### src/rtl/sum_sender.sv
// Frame serialiser for the beam-sum RAM: header byte, every 40-bit sum LSB first,
// then an XOR checksum of the data bytes, over a valid/ready byte stream.
module sum_sender #(
    parameter int unsigned DEPTH  = 768,
    parameter int unsigned ADDR_W = 10,
    parameter int unsigned SUM_W  = 40,
    parameter logic [7:0]  HEADER = 8'hA5
) (
    input  logic              clk,
    input  logic              reset,
    input  logic              start,
    output logic [ADDR_W-1:0] sum_read_addr,
    output logic              sum_read_en,
    input  logic [SUM_W-1:0]  sum_ram_data_out,
    output logic [7:0]        tx_data,
    output logic              tx_valid,
    input  logic              tx_ready,
    output logic              busy,
    output logic              done
);

    localparam int unsigned BYTE_W     = 8;
    localparam int unsigned BYTES      = SUM_W / BYTE_W;
    localparam int unsigned CNT_W      = 3;
    localparam logic [CNT_W-1:0]  LAST_BYTE  = CNT_W'(BYTES - 1);
    localparam logic [ADDR_W-1:0] LAST_ENTRY = ADDR_W'(DEPTH - 1);

    typedef enum logic [2:0] {
        S_IDLE,
        S_HEADER,
        S_FETCH,
        S_LATCH,
        S_SEND,
        S_CHECK,
        S_DONE
    } state_t;

    state_t              state_q, state_d;
    logic [ADDR_W-1:0]   entry_q, entry_d;
    logic [CNT_W-1:0]    byte_q, byte_d;
    logic [BYTE_W-1:0]   csum_q, csum_d;
    logic [SUM_W-1:0]    shift_q, shift_d;
    logic [ADDR_W-1:0]   addr_d;
    logic                ren_d;
    logic [BYTE_W-1:0]   data_d;
    logic                valid_d;
    logic                busy_d;
    logic                done_d;
    logic                hs;

    // State, datapath and registered outputs
    always_ff @(posedge clk or negedge reset) begin
        if (!reset) begin
            state_q       <= S_IDLE;
            entry_q       <= '0;
            byte_q        <= '0;
            csum_q        <= '0;
            shift_q       <= '0;
            sum_read_addr <= '0;
            sum_read_en   <= 1'b0;
            tx_data       <= '0;
            tx_valid      <= 1'b0;
            busy          <= 1'b0;
            done          <= 1'b0;
        end else begin
            state_q       <= state_d;
            entry_q       <= entry_d;
            byte_q        <= byte_d;
            csum_q        <= csum_d;
            shift_q       <= shift_d;
            sum_read_addr <= addr_d;
            sum_read_en   <= ren_d;
            tx_data       <= data_d;
            tx_valid      <= valid_d;
            busy          <= busy_d;
            done          <= done_d;
        end
    end

    // Next state; outputs are computed for the coming state so they register cleanly
    always_comb begin
        state_d = state_q;
        entry_d = entry_q;
        byte_d  = byte_q;
        csum_d  = csum_q;
        shift_d = shift_q;
        addr_d  = sum_read_addr;
        ren_d   = 1'b0;
        data_d  = tx_data;
        valid_d = tx_valid;
        done_d  = 1'b0;
        hs      = tx_valid && tx_ready;

        case (state_q)
            S_IDLE: begin
                if (start) begin
                    state_d = S_HEADER;
                    entry_d = '0;
                    byte_d  = '0;
                    csum_d  = '0;
                    valid_d = 1'b1;
                    data_d  = HEADER;
                end
            end
            S_HEADER: begin
                if (hs) begin
                    state_d = S_FETCH;
                    valid_d = 1'b0;
                    ren_d   = 1'b1;
                    addr_d  = entry_q;
                end
            end
            S_FETCH: begin
                state_d = S_LATCH;
            end
            S_LATCH: begin
                state_d = S_SEND;
                shift_d = sum_ram_data_out;
                byte_d  = '0;
                valid_d = 1'b1;
                data_d  = sum_ram_data_out[BYTE_W-1:0];
            end
            S_SEND: begin
                if (hs) begin
                    csum_d  = csum_q ^ tx_data;
                    shift_d = shift_q >> BYTE_W;
                    byte_d  = byte_q + CNT_W'(1);
                    if (byte_q == LAST_BYTE) begin
                        if (entry_q == LAST_ENTRY) begin
                            state_d = S_CHECK;
                            data_d  = csum_q ^ tx_data;
                        end else begin
                            state_d = S_FETCH;
                            entry_d = entry_q + ADDR_W'(1);
                            valid_d = 1'b0;
                            ren_d   = 1'b1;
                            addr_d  = entry_q + ADDR_W'(1);
                        end
                    end else begin
                        data_d = shift_q[2*BYTE_W-1:BYTE_W];
                    end
                end
            end
            S_CHECK: begin
                if (hs) begin
                    state_d = S_DONE;
                    valid_d = 1'b0;
                    done_d  = 1'b1;
                end
            end
            S_DONE: begin
                state_d = S_IDLE;
            end
            default: begin
                state_d = S_IDLE;
                valid_d = 1'b0;
            end
        endcase

        busy_d = (state_d != S_IDLE);
    end

endmodule
### config.mk
export PLATFORM = sky130hd
export DESIGN_NAME = sum_sender
export DESIGN_NICKNAME = d
export VERILOG_FILES = /design/src/rtl/sum_sender.sv
export SDC_FILE = /design/constraint.sdc
export NUM_CORES = 1
export LEC_CHECK = 0
export CAP_MARGIN = 25
export CORE_MARGIN = 2
export CORE_UTILIZATION = 45
export CTS_CLUSTER_DIAMETER = 50
export DETAILED_ROUTE_END_ITERATION = 6
export PLACE_DENSITY = 0.69
export SETUP_SLACK_MARGIN = 0.4
export SKIP_CTS_REPAIR_TIMING = 1
export SLEW_MARGIN = 10
export SYNTH_ARGS = -nofsm -noshare
export SYNTH_HDL_FRONTEND = slang
export SYNTH_SLANG_ARGS = --single-unit
### constraint.sdc
create_clock -name clk -period 2.55 [get_ports clk]
set_input_delay 0.51 -clock clk [delete_from_list [all_inputs] [get_ports clk]]
set_output_delay 0.51 -clock clk [all_outputs]
set_load 0.01 [all_outputs]
==> results of run 1 <==
kinds of logic (layout without fill, tap and decap cells):
logic type | count (synthesis) | after routing | synth area share (%)
AOI/OAI and AO/OA | 83 | 83 | 13.6
and+or+nand+nor | 198 | 198 | 22.2
muxes | 20 | 20 | 6.26
adders and majority gates | 4 | 4 | 1.26
xor gates and xnor gates | 16 | 16 | 3.53
buffers and inverters | 37 | 106 | 4.09
DFF | 78 | 78 | 49.1
layer usage:
layer  part of all wire (%)  track usage, %  vias up
li1                       -               -     1629
met5                      0               0        -
met3                    5.4            4.44       11
met4                    1.3            6.73        0
met1                     48            27.5     1571
met2                     45            29.2       95
cell type report:
| type | instances | area [sq um] | share of cell area (%) |
|---|---|---|---|
| clock inverter | 5 | 38.8 | 0.777 |
| timing repair buffer | 80 | 790 | 15.8 |
| sequential | 78 | 1950 | 39.1 |
| tap | 108 | 135 | 2.71 |
| clock buffer | 11 | 151 | 3.03 |
| inverter | 10 | 37.5 | 0.752 |
| multi-input combinational | 321 | 1890 | 37.8 |
metrics by stage:
| stage | hold slack, ps | setup WS, ps | utilization, % |
|---|---|---|---|
| finish | 179 | 457 | 57.8 |
| global route | 220 | 413 | 57.8 |
| CTS | 192 | 346 | 57.5 |
| detailed placement | 486 | 85.9 | 55.3 |
| global placement | 479 | 130 | 55.3 |
| floorplan | 214 | 634 | - |
registers in the layout, summed over array words and instances, names as in the netlist:
signal and flops:
entry_q 10, sum_read_addr 10, sum_read_en 1, tx_data 8, busy 1, state_q 3
tx_valid 1, shift_q 32, byte_q 3, csum_q 8, done 1
critical path: stages:
cell,delay [ps]
clkdlybuf4s50_1,530
or3b_1,370
a21o_1,240
a2bb2oi_4,310
mux2_2,370
cell usage after synthesis (3+ instances only):
cell,instances,share of area [%]
xnor2_1,4,0.88
xor2_1,12,2.6
dfrtp_1,78,49
nand2_1,100,9.4
clkbuf_1,14,1.3
mux2_2,6,1.7
and2_1,3,0.47
nor2_1,47,4.4
inv_1,9,0.85
o21ai_0,31,3.9
nor4_1,8,1.3
o22a_1,8,1.8
o2bb2ai_1,4,0.88
ha_1,4,1.3
a21o_1,3,0.57
buf_2,10,1.3
mux2_1,5,1.4
nor3_1,7,0.88
nand3_1,17,2.1
a31oi_1,28,4.4
mux2_4,7,2.6
how the worst max path moves through the flow:
stage / startpoint / to
floorplan: entry_q[0] / sum_read_addr[1]
global placement: start / tx_data[2]
detailed placement: start / tx_data[7]
CTS: entry_q[1] / tx_data[0]
global route: start / tx_data[0]
finish: start / tx_data[0]
power groups by stage:
stage	sequential, mW	combinational [mW]	clock [mW]
2_1_floorplan	1.92	1.12	0
5_1_grt	1.97	1.97	0.977
6_report	1.92	1.76	0.901
3_5_place_dp	1.93	1.75	0
4_1_cts	1.91	1.76	0.922
3_3_place_gp	1.91	1.72	0
==> qor.yml, run 1 <==
cts:
  cts-htree-levels: 3
  tritoncts: "done"
  clk_transition_reported_paths_ps: 90
  cts_made_buffers: 9
  cts_num_sinks: 78
  clk_latency_ps: 360
  root_buffer: "clkbuf_8"
  cts-root-to-sink-buffers: 2
logic_synthesis:
  synth.ff_latch_count: 78
  synth_edf_count: 0
  syn-cell-area_sq_um: 3980
  mappedNetlistNets: 484
  synth_area_per_cell_sq_um: 9.12
  synth_sequential_area_ratio_pct: 49.1
  postSynthCellCount: 436
  synth-main-ff-cell: "dfrtp_1"
  synth.yosys.warnings: 0
  async_reset_ff_share_pct: 100
  synth.lib_cells_used.distinct: 46
floorplanning:
  start_util_pct: 46.0
  die_area_sq_um: 9600
  die_h_um: 98.0
  fp-row-count: 34
  die_x_extent_um: 98.0
  core_region_area_sq_um: 8640
  number_of_i_o_pins: 66
global_routing:
  grt_first_pass_wirelength_um: 15100
  global_route.overflow_total: 0
  vias_in_the_first_global_route: 3207
  initial_antenna_violation_count: 0
  grt_usage_pct: 19.3
  pin_count_of_the_biggest_net_entering_global_routing: 50
job:
  max_cap_viol_count: 0
power:
  sw_frac_of_total_pct: 37.6
  static-leakage-power_nw: 2.13
  clockPowerShare_pct: 19.7
  cell_internal_pwr_mw: 2.85
  finalPower_mw: 4.57
  irDropWorstVdd_mv: 0.373
  power_density_nw_per_um2: 917
  total_switching_power_mw: 1.72
  comb_power_share_pct: 38.4
  p_seq_share_pct: 41.9
sta:
  maximum_achievable_frequency_ghz: 0.478
  finalSetupViolations: 0
  min_period_ps: 2090
  worst_slew_pin_tran_ps: 647
  timing.setup.tns_ps: 0
  timing.final.max_slew_violations: 0
  final_hold_viol_count: 0
  timing.slew.headroom_pct: 56.8
  finalClockSkew_ps: 15.0
  rsz0062_at_grt: "no"
  finalCritPeriodShare_pct: 82.1
cells_and_area:
  fin_nets: 548
  post-route-cell-area_sq_um: 4990
  syn_to_final_growth_pct: 25.5
  post_layout_nonfiller_instances: 613
  mostFrequentLayoutCells: "nand2_1 (100), dfrtp_1 (78), clkdlybuf4s50_1 (64), nor2_1 (47), o21ai_0 (31)"
  drive_gt1_share_pct: 11.5
  final.fill_count: 763
  layout_commonest_cell: "nand2_1"
  antenna-diode-count: 0
outcome:
  run_status: "finished, final reports clean"
worst_setup_path:
  ff2ff_path_depth: 6
  timing_worst_setup_path_type: "in -> reg"
  timing.critical_path.fanout_max: 8
  worstReg2RegEnd: "tx_data[0]"
  crit_path_end_kind: "flop"
  critical_path.startpoint_type: "input pin"
  regToRegSetupSlack_ps: 530
  worstPathArrival_ps: 2340
  timing.critical_path.required_ps: 2790
  crit-reg2reg-launch: "entry_q[1]"
detailed_routing:
  route.final.wire_length_um: 8910
  drt-vias-per-instance: 5.39
  detail-route-antenna-nets: 0
  detailedRoute.firstIterationViolations: 183
  first_pass_iters: 5
  detail_route.drc_violations: 0
  wl_per_cell_um: 14.5
  vias: 3306
place:
  place.gp.congestion: 0.866
  total_placed_instance_area_sq_um: 4770
  placed_cells_incl_taps: 596
  port_buffers: 65
  dp.final_hpwl_um: 5910
hold_path:
  min_path_type: "in -> async"
Note: power is estimated with default switching activity, not from simulation.
==> run 2, diff against run 1 <==
==> constraint.sdc (replaced) <==
create_clock -name clk -period 2.05 [get_ports clk]
set_input_delay 0.41 -clock clk [delete_from_list [all_inputs] [get_ports clk]]
set_output_delay 0.41 -clock clk [all_outputs]
set_load 0.01 [all_outputs]
==> run 2 against run 1 <==
Effect of this change:
- flip-flop and latch count is the same
- sequential power grew 27%
- worst hold slack lost 120 ps
- design area grew 15%
- largest cell class is now multi-input combinational cells
==> qor.yml, run 2 (same netlist as run 1, synthesis figures left out) <==
outcome:
  run_status: "finished, final reports clean"
sta:
  worst_slew_pin_tran_ps: 603  # -43.9 ps
  min_period_ps: 1870
  maximum_achievable_frequency_ghz: 0.535
  timing.final.max_slew_violations: 0  # unchanged
  finalSetupViolations: 0  # unchanged
  timing.slew.headroom_pct: 59.8  # +2.9 points
  rsz0062_at_grt: "yes"
  finalCritPeriodShare_pct: 91.1
  finalClockSkew_ps: 8.57  # -6.42 ps
  final_hold_viol_count: 0  # unchanged
worst_setup_path:
  ff2ff_path_depth: 6  # unchanged
  critical_path.startpoint_type: "flop"
  timing.critical_path.fanout_max: 8  # unchanged
  worstPathArrival_ps: 2110  # -230 ps
  worstReg2RegEnd: "tx_data[3]"
  timing_worst_setup_path_type: "reg -> reg"
  regToRegSetupSlack_ps: 180  # -350 ps
  crit-reg2reg-launch: "state_q[1]"
  timing.critical_path.required_ps: 2290  # -500 ps
  crit_path_end_kind: "flop"
global_routing:
  pin_count_of_the_biggest_net_entering_global_routing: 49  # -2.0%
  grt_first_pass_wirelength_um: 15200  # about the same
  vias_in_the_first_global_route: 3142  # -2.0%
  global_route.overflow_total: 0  # unchanged
  grt_usage_pct: 19.5  # +0.20 points
  initial_antenna_violation_count: 0  # unchanged
power:
  static-leakage-power_nw: 2.78  # +30%
  power_density_nw_per_um2: 1180  # +28%
  irDropWorstVdd_mv: 0.514  # +38%
cts:
  clk_latency_ps: 350  # about the same
  tritoncts: "done"
  root_buffer: "clkbuf_8"
  clk_transition_reported_paths_ps: 90  # about the same
  cts-htree-levels: 3  # unchanged
  cts_made_buffers: 9  # unchanged
  cts_num_sinks: 78  # unchanged
  cts-root-to-sink-buffers: 2  # unchanged
cells_and_area:
  post-route-cell-area_sq_um: 5730  # +15%
  biggestRegsByFlops: "shift_q: 32 flops, entry_q: 10 flops, sum_read_addr: 10 flops"
  flip_flop_count_of_the_largest_register_after_layout: 32  # unchanged
  drive_gt1_share_pct: 25.8  # +14 points
  fin_nets: 597  # +8.9%
  layout_commonest_cell: "nand2_1"
  mostFrequentLayoutCells: "nand2_1 (100), dfrtp_1 (70), buf_4 (47), clkdlybuf4s50_1 (43), a31oi_1 (28)"
  post_layout_nonfiller_instances: 662  # +8.0%
  antenna-diode-count: 0  # unchanged
  largest_register: "shift_q"
  syn_to_final_growth_pct: 44.3
place:
  placed_cells_incl_taps: 609  # +2.2%
  port_buffers: 65  # unchanged
  total_placed_instance_area_sq_um: 4910  # +2.8%
  dp.final_hpwl_um: 6320  # +6.9%
  place.gp.congestion: 0.907  # +4.7%
detailed_routing:
  drt-vias-per-instance: 5.52  # +2.4%
  detail_route.drc_violations: 0  # unchanged
  wl_per_cell_um: 15.6  # +7.2%
  met3_wirelength_um: 636  # +31%
  top_signal_layer_used: "met4"
  first_pass_iters: 5  # unchanged
  route.final.wire_length_um: 10300  # +16%
  routed-wl-met2_um: 4900  # +22%
  met1Wirelength_um: 4680  # +9.2%
  detailedRoute.firstIterationViolations: 247  # +35%
  vias: 3657  # +11%
  detail-route-antenna-nets: 0  # unchanged
hold_path:
  min_path_type: "in -> async"
job:
  max_cap_viol_count: 0  # unchanged
floorplanning:
  number_of_i_o_pins: 66  # unchanged
  die_area_sq_um: 9600  # unchanged
  die_x_extent_um: 98.0  # unchanged
  die_h_um: 98.0  # unchanged
  start_util_pct: 46.0  # unchanged
  fp-row-count: 34  # unchanged
  core_region_area_sq_um: 8640  # unchanged
-- run 2: worst max path at each step --
stage	depth (start not counted)	endpoint	from	slack, ps
after floorplan	5	tx_data[0]	entry_q[0]	230
after global placement	5	tx_data[2]	start	-220
after detailed placement	5	tx_data[0]	start	-220
after CTS	6	sum_read_addr[2]	state_q[0]	50
after global routing	6	sum_read_addr[2]	state_q[1]	120
final	6	tx_data[3]	state_q[1]	180
-- run 2: area by class of cell --
| cell class | instances | area [sq um] |
|---|---|---|
| clock buffers | 12 | 165 |
| clock inverters | 4 | 28.8 |
| fillers | 653 | 2900 |
| inverters | 10 | 37.5 |
| multi-input cells | 321 | 2060 |
| flip-flops and latches | 78 | 1960 |
| well taps | 108 | 135 |
| repair buffers | 129 | 1350 |
-- run 2: metrics by stage --
stage | hold slack, ps | utilization [%] | TNS (ps) | total power, mW | setup slack (ps)
global route | 99.6 | 66.4 | 0 | 7.16 | 115
global placement | 450 | 56.8 | -1800 | 4.60 | -215
finish | 54.5 | 66.4 | 0 | 6.74 | 182
CTS | 68.4 | 59.1 | 0 | 5.80 | 48.0
detailed placement | 454 | 56.8 | -1880 | 4.67 | -215
floorplan | 114 | - | 0 | 3.82 | 228
-- run 2: critical path: stages, from the launching register on --
cell and delay [ps]:
dfrtp_1 420, or3b_4 490, inv_2 120, nand2_1 120
a2bb2oi_4 170, buf_12 150, mux2_4 300
-- run 2: per-layer routing --
| layer | GRT usage [%] | vias to the layer above |
|---|---|---|
| met4 | 6.30 | 0 |
| met5 | 0 | - |
| li1 | - | 1733 |
| met3 | 4.29 | 5 |
| met2 | 29.3 | 131 |
| met1 | 28.3 | 1788 |
-- run 2: report_power, final --
part,total [mW],internal [mW],switching (mW)
registers,2.43,2.05,0.384
logic,3.18,1.67,1.51
clock network,1.13,0.542,0.588
total,6.74,4.26,2.48
==> run 3, diff against run 2 <==
--- a/config.mk
+++ b/config.mk
@@ -8,7 +8,6 @@
 export CAP_MARGIN = 25
 export CORE_MARGIN = 2
 export CORE_UTILIZATION = 45
-export CTS_CLUSTER_DIAMETER = 50
 export DETAILED_ROUTE_END_ITERATION = 6
 export PLACE_DENSITY = 0.69
 export SETUP_SLACK_MARGIN = 0.4
@@ -17,3 +16,4 @@
 export SYNTH_ARGS = -nofsm -noshare
 export SYNTH_HDL_FRONTEND = slang
 export SYNTH_SLANG_ARGS = --single-unit
+export TNS_END_PERCENT = 100
==> results of run 3 <==
The final DEF is identical to that of run 2; final timing and power are the same.
==> RTL change (flow settings as in run 2) <==
Set the parameter `SUM_W` to 80 (it was 40).
--- a/src/rtl/sum_sender.sv
+++ b/src/rtl/sum_sender.sv
@@ -3,7 +3,7 @@
 module sum_sender #(
     parameter int unsigned DEPTH  = 768,
     parameter int unsigned ADDR_W = 10,
-    parameter int unsigned SUM_W  = 40,
+    parameter int unsigned SUM_W  = 80,
     parameter logic [7:0]  HEADER = 8'hA5
 ) (
     input  logic              clk,
Ports: changed (resized sum_ram_data_out); port bits go from 66 to 106. The function was not compared with the original's and may differ.
==> RTL change against run 2 <==
- die area up 43%
- cell area up 54%
- global-route usage up 2.4 points
- critical path depth down 2
- power up 75%
- worst setup slack better by 0.0099 ns
- synthesized area up 45%
- clock power rose to 2.5 times the old value
- first-iteration DRC count up 110%
- combinational power up 61%
- sequential cell count up 40
- worst hold slack better by 0.35 ns
- routed wire length up 77%
- largest cell class unchanged
- largest power group unchanged
==> RTL change: results <==
metrics = {
    "layout": {
        "clkbuf_count": 20,
        "syn_to_final_growth_pct": 52.7,
        "reg_top3": "shift_q x72, entry_q x10, sum_read_addr x10",
        "multi_input_area_share": 0.340,
        "largest_register_ffs": 72,
        "seq_cells": 118,
        "buf_share": 0.230,
        "fin_nets": 896,
        "num-multi-input-gates": 483,
        "clkCellAreaFrac": 0.0647,
        "drive_gt1_frac": 0.253,
        "nonClockBufferCount": 181,
        "fill_cells": 912,
    },
    "global_route": {
        "grt_usage": 0.219,
        "antenna_found_initial": 0,
        "grt_max_degree": 75,
        "grt_pass1_wl_um": 24300,
        "grt_pass1_vias": 4955,
    },
    "synth": {
        "synth_cell_types": 45,
        "synthTopCellsByCount": "176 x nand2_1, 118 x dfrtp_1, 87 x nor2_1",
        "synthesis.nets": 740,
        "synth_area_leaders": "dfrtp_1 51%, nand2_1 11%, a31oi_1 7.4%, nor2_1 5.7%, mux2_1 3.3%",
        "synth_xor_area_frac": 0.0243,
        "synth_mux_area_frac": 0.0388,
    },
    "detailed_routing": {
        "vias_per_cell": 5.65,
        "m1WireLength_um": 7500,
        "route.met3.wl_um": 976,
        "dr_total_vias": 5608,
        "drtIter0Drc": 514,
        "wire_per_inst_um": 18.4,
    },
    "floorplanning": {
        "num_rows": 41,
    },
    "sta": {
        "tightestPinTransition_ns": 0.526,
        "fmax_mhz": 538,
        "skew_ns": 0.00828,
        "whs_ns": 0.409,
    },
    "setup_path": {
        "critPathMaxStageDelay_ns": 0.58,
        "crit_end": "entry_q[0]$_DFFE_PN0P_",
        "reg2regPathDepth": 4,
        "arrival_ns": 2.15,
        "slowest_stage": "or3b_2",
    },
    "clock_network": {
        "cts_made_buffers": 17,
        "cts-htree-levels": 4,
        "worstSkewPairLatency_ns": 0.42,
        "path_clk_slew_ns": 0.06,
        "root_buffer": "clkbuf_16",
    },
    "run_status": {
        "outcome": "completed",
    },
    "pwr": {
        "peakVddDrop_mv": 0.692,
    },
    "placement": {
        "gp_congestion": 0.855,
        "place_hpwl_um": 10100,
        "pre_cts_slack_ns": -0.153,
        "placed_cells": 912,
    },
}
RTL change: changes by cell type in the layout (fill, tap and decap cells not counted), moves of 4 or more:
| cell | run 2 | this run |
|---|---|---|
| clkbuf_16 | 3 | 25 |
| clkdlybuf4s50_1 | 43 | 84 |
| nand2_1 | 100 | 176 |
| a31oi_1 | 28 | 67 |
| nor2_1 | 24 | 39 |
| buf_4 | 47 | 34 |
| nor2_4 | 9 | 27 |
| dfrtp_1 | 70 | 110 |
| clkinvlp_4 | 2 | 6 |
| nor2_2 | 15 | 22 |
| nand3_1 | 17 | 13 |
| buf_6 | 6 | 21 |
| clkbuf_8 | 12 | 3 |
RTL change: layer usage:
metal,GRT usage,vias up
met2,0.363,224
met4,0.0836,0
met1,0.281,2785
li1,-,2556
met3,0.0501,43
met5,0,-
RTL change: where the power goes:
part / switching (mW) / internal, mW
registers: 0.679 / 3.15
logic: 2.63 / 2.51
clock network: 1.10 / 1.75
